`src/rtl/pc_stack_seq.sv`:
```
// pc_stack_seq: program counter built from a page field and a
// polynomial-counter low field, with a small hardware return stack.
//
// Ports:
//   clk, rst          rising-edge clock, synchronous active-high reset
//   adv               sequential step of the low field
//   jmp, call, ret    jump / call (push) / return (pop); ret > call > jmp > adv
//   skip              with ret: step the popped PC once more
//   target            low-field destination for jmp/call
//   ssp_valid/page    page prefix for the next jmp/call (bypassed same cycle)
//   clr_err           clear sticky overflow/underflow (a new event wins)
//   pc                {page, low}
//   level/full/empty  stack occupancy
//   top               top stack entry, 0 when empty
//   overflow/underflow sticky error flags
//   pend              a stored page prefix is waiting to be used
module pc_stack_seq #(
    parameter int PL_W = 6,
    parameter int PU_W = 4,
    parameter int DEPTH = 4,
    parameter logic [PU_W-1:0] CALL_PAGE = {PU_W{1'b1}},
    localparam int PC_W = PU_W + PL_W,
    localparam int LV_W = $clog2(DEPTH + 1)
) (
    input  logic            clk,
    input  logic            rst,
    input  logic            adv,
    input  logic            jmp,
    input  logic            call,
    input  logic            ret,
    input  logic            skip,
    input  logic [PL_W-1:0] target,
    input  logic            ssp_valid,
    input  logic [PU_W-1:0] ssp_page,
    input  logic            clr_err,
    output logic [PC_W-1:0] pc,
    output logic [LV_W-1:0] level,
    output logic            full,
    output logic            empty,
    output logic [PC_W-1:0] top,
    output logic            overflow,
    output logic            underflow,
    output logic            pend
);

    logic [PC_W-1:0] pc_q, pc_d;
    logic [LV_W-1:0] level_q, level_d;
    logic [PC_W-1:0] stk_q [DEPTH];
    logic [PC_W-1:0] stk_d [DEPTH];
    logic [PU_W-1:0] pfx_q, pfx_d;
    logic            pend_q, pend_d;
    logic            ovf_q, ovf_d;
    logic            unf_q, unf_d;

    logic            eff_vld;
    logic [PU_W-1:0] eff_pg;
    logic [PC_W-1:0] top_w;
    logic            ovf_ev, unf_ev;

    // Polynomial-counter step: shift right, feed XNOR of the two LSBs into
    // the MSB. All-ones maps onto itself.
    function automatic logic [PL_W-1:0] step(input logic [PL_W-1:0] l);
        return {~(l[0] ^ l[1]), l[PL_W-1:1]};
    endfunction

    // Entry at index level-1 is the top; the loop avoids an index-width
    // mismatch between level and the array bound.
    always_comb begin
        top_w = '0;
        for (int i = 0; i < DEPTH; i++)
            if (level_q == LV_W'(i + 1)) top_w = stk_q[i];
    end

    // A same-cycle prefix bypasses the stored one.
    assign eff_vld = ssp_valid | pend_q;
    assign eff_pg  = ssp_valid ? ssp_page : pfx_q;

    always_comb begin
        pc_d    = pc_q;
        level_d = level_q;
        stk_d   = stk_q;
        pfx_d   = pfx_q;
        pend_d  = pend_q;
        ovf_ev  = 1'b0;
        unf_ev  = 1'b0;

        if (ret) begin
            pend_d = 1'b0;
            if (level_q != '0) begin
                pc_d    = skip ? {top_w[PC_W-1:PL_W], step(top_w[PL_W-1:0])} : top_w;
                level_d = level_q - 1'b1;
            end else begin
                unf_ev = 1'b1;
            end
        end else if (call) begin
            if (level_q == LV_W'(DEPTH)) begin
                // Full: drop the oldest entry, shift down, push on top.
                for (int i = 0; i < DEPTH - 1; i++) stk_d[i] = stk_q[i+1];
                stk_d[DEPTH-1] = pc_q;
                ovf_ev = 1'b1;
            end else begin
                for (int i = 0; i < DEPTH; i++)
                    if (level_q == LV_W'(i)) stk_d[i] = pc_q;
                level_d = level_q + 1'b1;
            end
            pc_d   = {eff_vld ? eff_pg : CALL_PAGE, target};
            pend_d = 1'b0;
        end else if (jmp) begin
            pc_d   = {eff_vld ? eff_pg : pc_q[PC_W-1:PL_W], target};
            pend_d = 1'b0;
        end else begin
            if (adv) pc_d = {pc_q[PC_W-1:PL_W], step(pc_q[PL_W-1:0])};
            if (ssp_valid) begin
                pfx_d  = ssp_page;
                pend_d = 1'b1;
            end
        end

        // Sticky flags: a new event overrides a simultaneous clear.
        ovf_d = (ovf_q & ~clr_err) | ovf_ev;
        unf_d = (unf_q & ~clr_err) | unf_ev;
    end

    always_ff @(posedge clk) begin
        if (rst) begin
            pc_q    <= '0;
            level_q <= '0;
            for (int i = 0; i < DEPTH; i++) stk_q[i] <= '0;
            pfx_q   <= '0;
            pend_q  <= 1'b0;
            ovf_q   <= 1'b0;
            unf_q   <= 1'b0;
        end else begin
            pc_q    <= pc_d;
            level_q <= level_d;
            stk_q   <= stk_d;
            pfx_q   <= pfx_d;
            pend_q  <= pend_d;
            ovf_q   <= ovf_d;
            unf_q   <= unf_d;
        end
    end

    assign pc        = pc_q;
    assign level     = level_q;
    assign full      = (level_q == LV_W'(DEPTH));
    assign empty     = (level_q == '0);
    assign top       = top_w;
    assign overflow  = ovf_q;
    assign underflow = unf_q;
    assign pend      = pend_q;

endmodule

```
`config.mk`:
```
export PLATFORM = sky130hd
export DESIGN_NAME = pc_stack_seq
export DESIGN_NICKNAME = d
export VERILOG_FILES = /design/src/rtl/pc_stack_seq.sv
export SDC_FILE = /design/constraint.sdc
export NUM_CORES = 1
export LEC_CHECK = 0
export ABC_CLOCK_PERIOD_IN_PS = 2700
export BUFFER_PORTS_ARGS = -buffer_cell sky130_fd_sc_hd__buf_2
export CORE_ASPECT_RATIO = 1.25
export CORE_MARGIN = 5
export CORE_UTILIZATION = 57
export DETAILED_ROUTE_END_ITERATION = 6
export GPL_ROUTABILITY_DRIVEN = 1
export PLACE_DENSITY = 0.85
export RECOVER_POWER = 100
export SLEW_MARGIN = 15
export SYNTH_ARGS = -nofsm -noshare
export SYNTH_HDL_FRONTEND = slang
export SYNTH_SLANG_ARGS = --single-unit
```
`constraint.sdc`:
```
create_clock -name clk -period 2.7 [get_ports clk]
set_clock_uncertainty 0.15 [all_clocks]
set_input_delay 0.135 -clock clk [delete_from_list [all_inputs] [get_ports clk]]
set_output_delay 0.135 -clock clk [all_outputs]
set_load 0.01 [all_outputs]
```
==> After elaboration in Yosys (flattened, before gate mapping) <==
Index checks and enable logic that the tools add are counted.
{ "op_classes": {"add_sub_neg": 2, "n_eq_ne": 6, "muxes": 27, "n_bitwise": 13, "n_reduce_logical": 19} }
{ "op_table": {"columns": ["op", "n"], "rows": [
  ["$mux W10", 12],
  ["$mux W40", 1],
  ["$reduce_and A3 Y1", 7],
  ["$mux W3", 4],
  ["$mux W4", 3],
  ["$mux W6", 2],
  ["$reduce_bool A2 Y1", 5],
  ["$reduce_bool A3 Y1", 3],
  ["$eq A3 B2 Y1 const B", 2],
  ["$not A1 Y1", 6],
  ["$mux W1", 5],
  ["$reduce_bool A4 Y1", 1],
  ["$reduce_or A4 Y1", 1],
  ["$add A3 B1 Y3 const B", 1],
  ["$eq A3 B1 Y1 const B", 1],
  ["$eq A3 B3 Y1 const B", 1],
  ["$logic_not A3 Y1", 1],
  ["$or A1 B1 Y1", 3],
  ["$sub A3 B1 Y3 const B", 1],
  ["$and A1 B1 Y1", 2],
  ["$ne A2 B1 Y1 const B", 1],
  ["$ne A2 B2 Y1 const B", 1],
  ["$reduce_and A2 Y1", 1],
  ["$xor A1 B1 Y1", 2]
]} }
{ "word_totals": {"register_bits": 60, "output_inout_bits": 28, "elab_cells": 78} }

==> Depth between registers and ports, before layout <==
{ "logic_depth": {"ltp_word": 10, "depth_mapped": 9, "depth_no_buf": 8} }

==> Worst setup path before layout <==
No wires, ideal clock.
{ "synth_timing": {"path_kind": "register to register", "start": "reg level_q[2] (netlist: level[2])", "end": "reg pc_q[0] (netlist: pc[0])", "setup_ns": 0.086, "t_arrival_ns": 1.951, "required_time_ns": 2.464, "slack_ns": 0.514, "path_stages_with_launch": 9, "n_path_buf": 1, "period_less_slack_ns": 2.186, "cell_sequence": "dfxtp_1 buf_2 clkinv_1 ha_1 nor2_2 a21oi_1 a32oi_2 mux2i_1 a211oi_1"} }
{ "synth_via": {"elab_chain_len": 8, "elab_cells_between_ends": 14, "classes_between": "eq/ne (5); mux (7); reduce/logical (2)"} }
{ "synth_lines": {"columns": ["element", "line", "text"], "rows": [
  ["start, declared", "47", "logic [LV_W-1:0] level_q, level_d;"],
  ["start signal, assigned", "135", "level_q <= level_d;"],
  ["$eq A3 B1 Y1", "71", "if (level_q == LV_W'(i + 1)) top_w = stk_q[i];"],
  ["$mux W10 (3 in series)", "71", null],
  ["$mux W10 (*)", "71", null],
  ["named net top[1]", "40", "output logic [PC_W-1:0] top,"],
  ["$mux W6 (*)", "90", "pc_d = skip ? {top_w[PC_W-1:PL_W], step(top_w[PL_W-1:0])} : top_w;"],
  ["$mux W10 (*)", "89", "if (level_q != '0) begin"],
  ["$mux W10 (*)", "87", "if (ret) begin"],
  ["end signal, assigned", "134", "pc_q <= pc_d;"],
  ["end, declared", "46", "logic [PC_W-1:0] pc_q, pc_d;"]
]} }
Mark *: on every way through the listed nets, which the timed path passes. The rest lies on a longest branch. The select of a mux whose other input is x is not followed.
A chain may end at the register's enable or synchronous reset.

==> Worst setup path after layout <==
{ "layout_timing": {"start": "reg level_q[0] (netlist: level[0])", "end": "out top[1]"} }
{ "layout_via": {"elab_chain_len": 5, "elab_cells_between_ends": 8, "classes_between": "eq/ne (4); mux (4)"} }
{ "layout_lines": {"columns": ["element", "line"], "rows": [
  ["$eq A3 B1 Y1", "71"],
  ["$mux W10 (3 in series)", "71"],
  ["$mux W10 (*)", "71"],
  ["end, declared", "40"]
]} }
Mark *: on every way between the ends. The rest lies on a longest branch, timed or not.

==> out/metrics.yaml <==
p_leak_nw: 1.32
multi_input_area_um2: 1790
start_kind: "flop"
track_usage_pct: 24.0
post-place-ws_ns: 0.261
place_area_um2: 3370
drc: 0
design.die.area_um2: 7130
hold_violations: 0
clock_latency_ns: 0.34
tritoncts: "done"
syn_nets: 409
ys_warn_count: 0
slew_headroom_pct: 53.5
maxSlewViolCount: 0
grt_pass1_vias: 2933
vdd_drop_max_mv: 0.776
grt_antenna_before_repair: 0
numCtsBuffers: 9
ant_nets: 0
worstHoldStart: "ssp_valid"
ioPinCount: 47
cpPeakStageDelay_ns: 0.37
viasPerCell: 6.08
gp_congestion: 0.901
die_h_um: 93.2
fin_ws_ns: 0.150
hold_ws_ns: 0.0868
worstHoldPathType: "primary input to flop"
maxCapViolCount: 0
ys_seq_area_share_pct: 38.1
rsz0062_at_grt: "no"
diodes: 0
min_period_over_period_pct: 94.5
cp_cell_sequence: "inv_1 > ha_1 > nand2_2 > inv_4 > nand2_1 > a32oi_2 > clkbuf_2"
core_um2: 5410
tns_ns: 0
final_cell_mix: "nor2_1, dfxtp_1, nand2_1, a21oi_1, a211oi_1"
dr.pass1.iters: 5
synth_top_area_share_pct: 38.1
holdPathStages: 3
synth.distinct_cells: 43
vias: 3012
area_growth_pct: 15.0
ys_ff_latch: 60
status: "complete, no violations"
fillerInstances: 453
utilization_pct: 67.1
async_flop_share_pct: 0
critPathKind: "flop to primary output"
fp-row-count: 30
power.density_nw_per_um2: 971
cp_top_family: "buffers and inverters"
avgSynthCellArea_um2: 8.21
r2r_end: "stk_q[17]"
synth_area_um2: 3150
cts_sinks: 60
required_ns: 2.41
crit_path_top_delay_cell: "dfxtp_1"
place_hpwl_um: 5780
start_util_pct: 58.4
clk_pin_slew_ns: 0.07
grt_max_degree: 38
synth_top_cell_by_area: "dfxtp_1"
drtIter0Drc: 287
reg2reg_depth: 7
design_area_um2: 3630
die_w_um: 76.5
setup_viol: 0
cts_max_path_buffers: 2
cts_htree_levels: 3
r2r_slack_ns: 0.27
grt_pass1_wl_um: 14100
numPortBuffers: 46
syn_inst: 384
fmax_mhz: 392
endpoint_kind: "primary output"
synth_area_leaders: "dfxtp_1, mux2i_1, a211oi_1, nor2_1, a21oi_1"
reg2reg_from: "level[0]"
cts-root-buf: "clkbuf_8"
routed_wl_um: 8310
hold-path-endpoint: "pend"
worst_pin_slew_ns: 0.693
gr-total-overflow: 0
synth_edf_count: 0
arrival_ns: 2.27
drive_gt1_share_pct: 12.8
fin_crit_ns: 2.55
synth_flop_cell: "dfxtp_1"
seqCellArea_um2: 1200
wl_per_cell_um: 16.8
worstPathMaxFanout: 25
worst-path-buf-inv: 3
nets: 451
[cells in the mapped netlist (5+ instances only)]
master,n
dfxtp_1,60
nor2_1,60
a211oi_1,31
a21oi_1,31
nand2_1,31
mux2i_1,25
o21ai_0,18
nor3_1,14
clkbuf_1,13
and2_1,11
buf_2,9
a311oi_1,6
ha_1,6
a22oi_1,5
inv_1,5
[layout make-up]
cell class | instances | area share [%]
multi-input combinational | 289 | 49.3
sequential | 60 | 33.1
timing repair buffer | 58 | 8.24
clock buffer | 10 | 3.79
clock inverter | 6 | 2.41
tap | 64 | 2.21
inverter | 8 | 0.897
[stage by stage]
stage          power [mW]  instances
3_3_place_gp         2.58        473
3_5_place_dp         2.62        473
6_report             3.52        495
2_1_floorplan        2.23        384
5_1_grt              3.74        495
4_1_cts              3.54        495
[worst max path at each step]
stage               slack [ns]  endpoint  cells past startpoint  startpoint
finish                    0.15    top[1]                      7    level[0]
global route              0.02    top[1]                      7    level[0]
CTS                       0.08    top[1]                      6    level[2]
detailed placement        0.26     pc[0]                      7    level[2]
global placement          0.42     pc[0]                      7    level[2]
floorplan                 0.51     pc[0]                      8    level[2]
[state kept, by name, summed over array words and instances (netlist names)]
register and cells:
pfx_q 4, level 3, pc 10, pend 1
overflow 1, stk_q 40, underflow 1
[kinds of logic after synthesis]
group                    count (synthesis)  share of synthesized area, %
AO/OA/AOI/OAI                          113                          24.6
AND/OR/NAND/NOR                        140                          20.4
flip-flops                              60                          38.1
multiplexers                            25                          7.93
XOR/XNOR                                 5                          1.39
adder cells (fa/ha/maj)                  6                          2.38
buffers and inverters                   35                          5.28
[layer usage]
layer / track usage, % / vias up / share of wire, % / wire length (um)
li1: - / 1470 / - / -
met4: 11.2 / 0 / 1.9 / 156
met1: 31.5 / 1400 / 44 / 3670
met3: 4.34 / 18 / 6.4 / 532
met5: 0 / - / 0 / 0
met2: 38.2 / 124 / 48 / 3950
[where the power goes]
group	total, mW	switching, mW	leakage, nW	internal [mW]
registers	1.24	0.188	0.489	1.06
logic	1.37	0.875	0.713	0.500
clock network	0.904	0.359	0.116	0.544
[timing repair]
action	in CTS	in global routing
setup buffers	0	0
setup endpoints to repair	1	9
gates resized for setup	1	3
hold buffers	6	0
endpoints found under the hold margin	7	0
[worst reg2reg max path, cell delays in order (launching register included)]
cell      delay [ns]
dfxtp_1         0.37
inv_1           0.14
ha_1            0.34
nand2_2         0.13
inv_4           0.24
clkbuf_1        0.54
a21oi_1         0.15
a211oi_1        0.27
(Power assumes the default switching activity.)
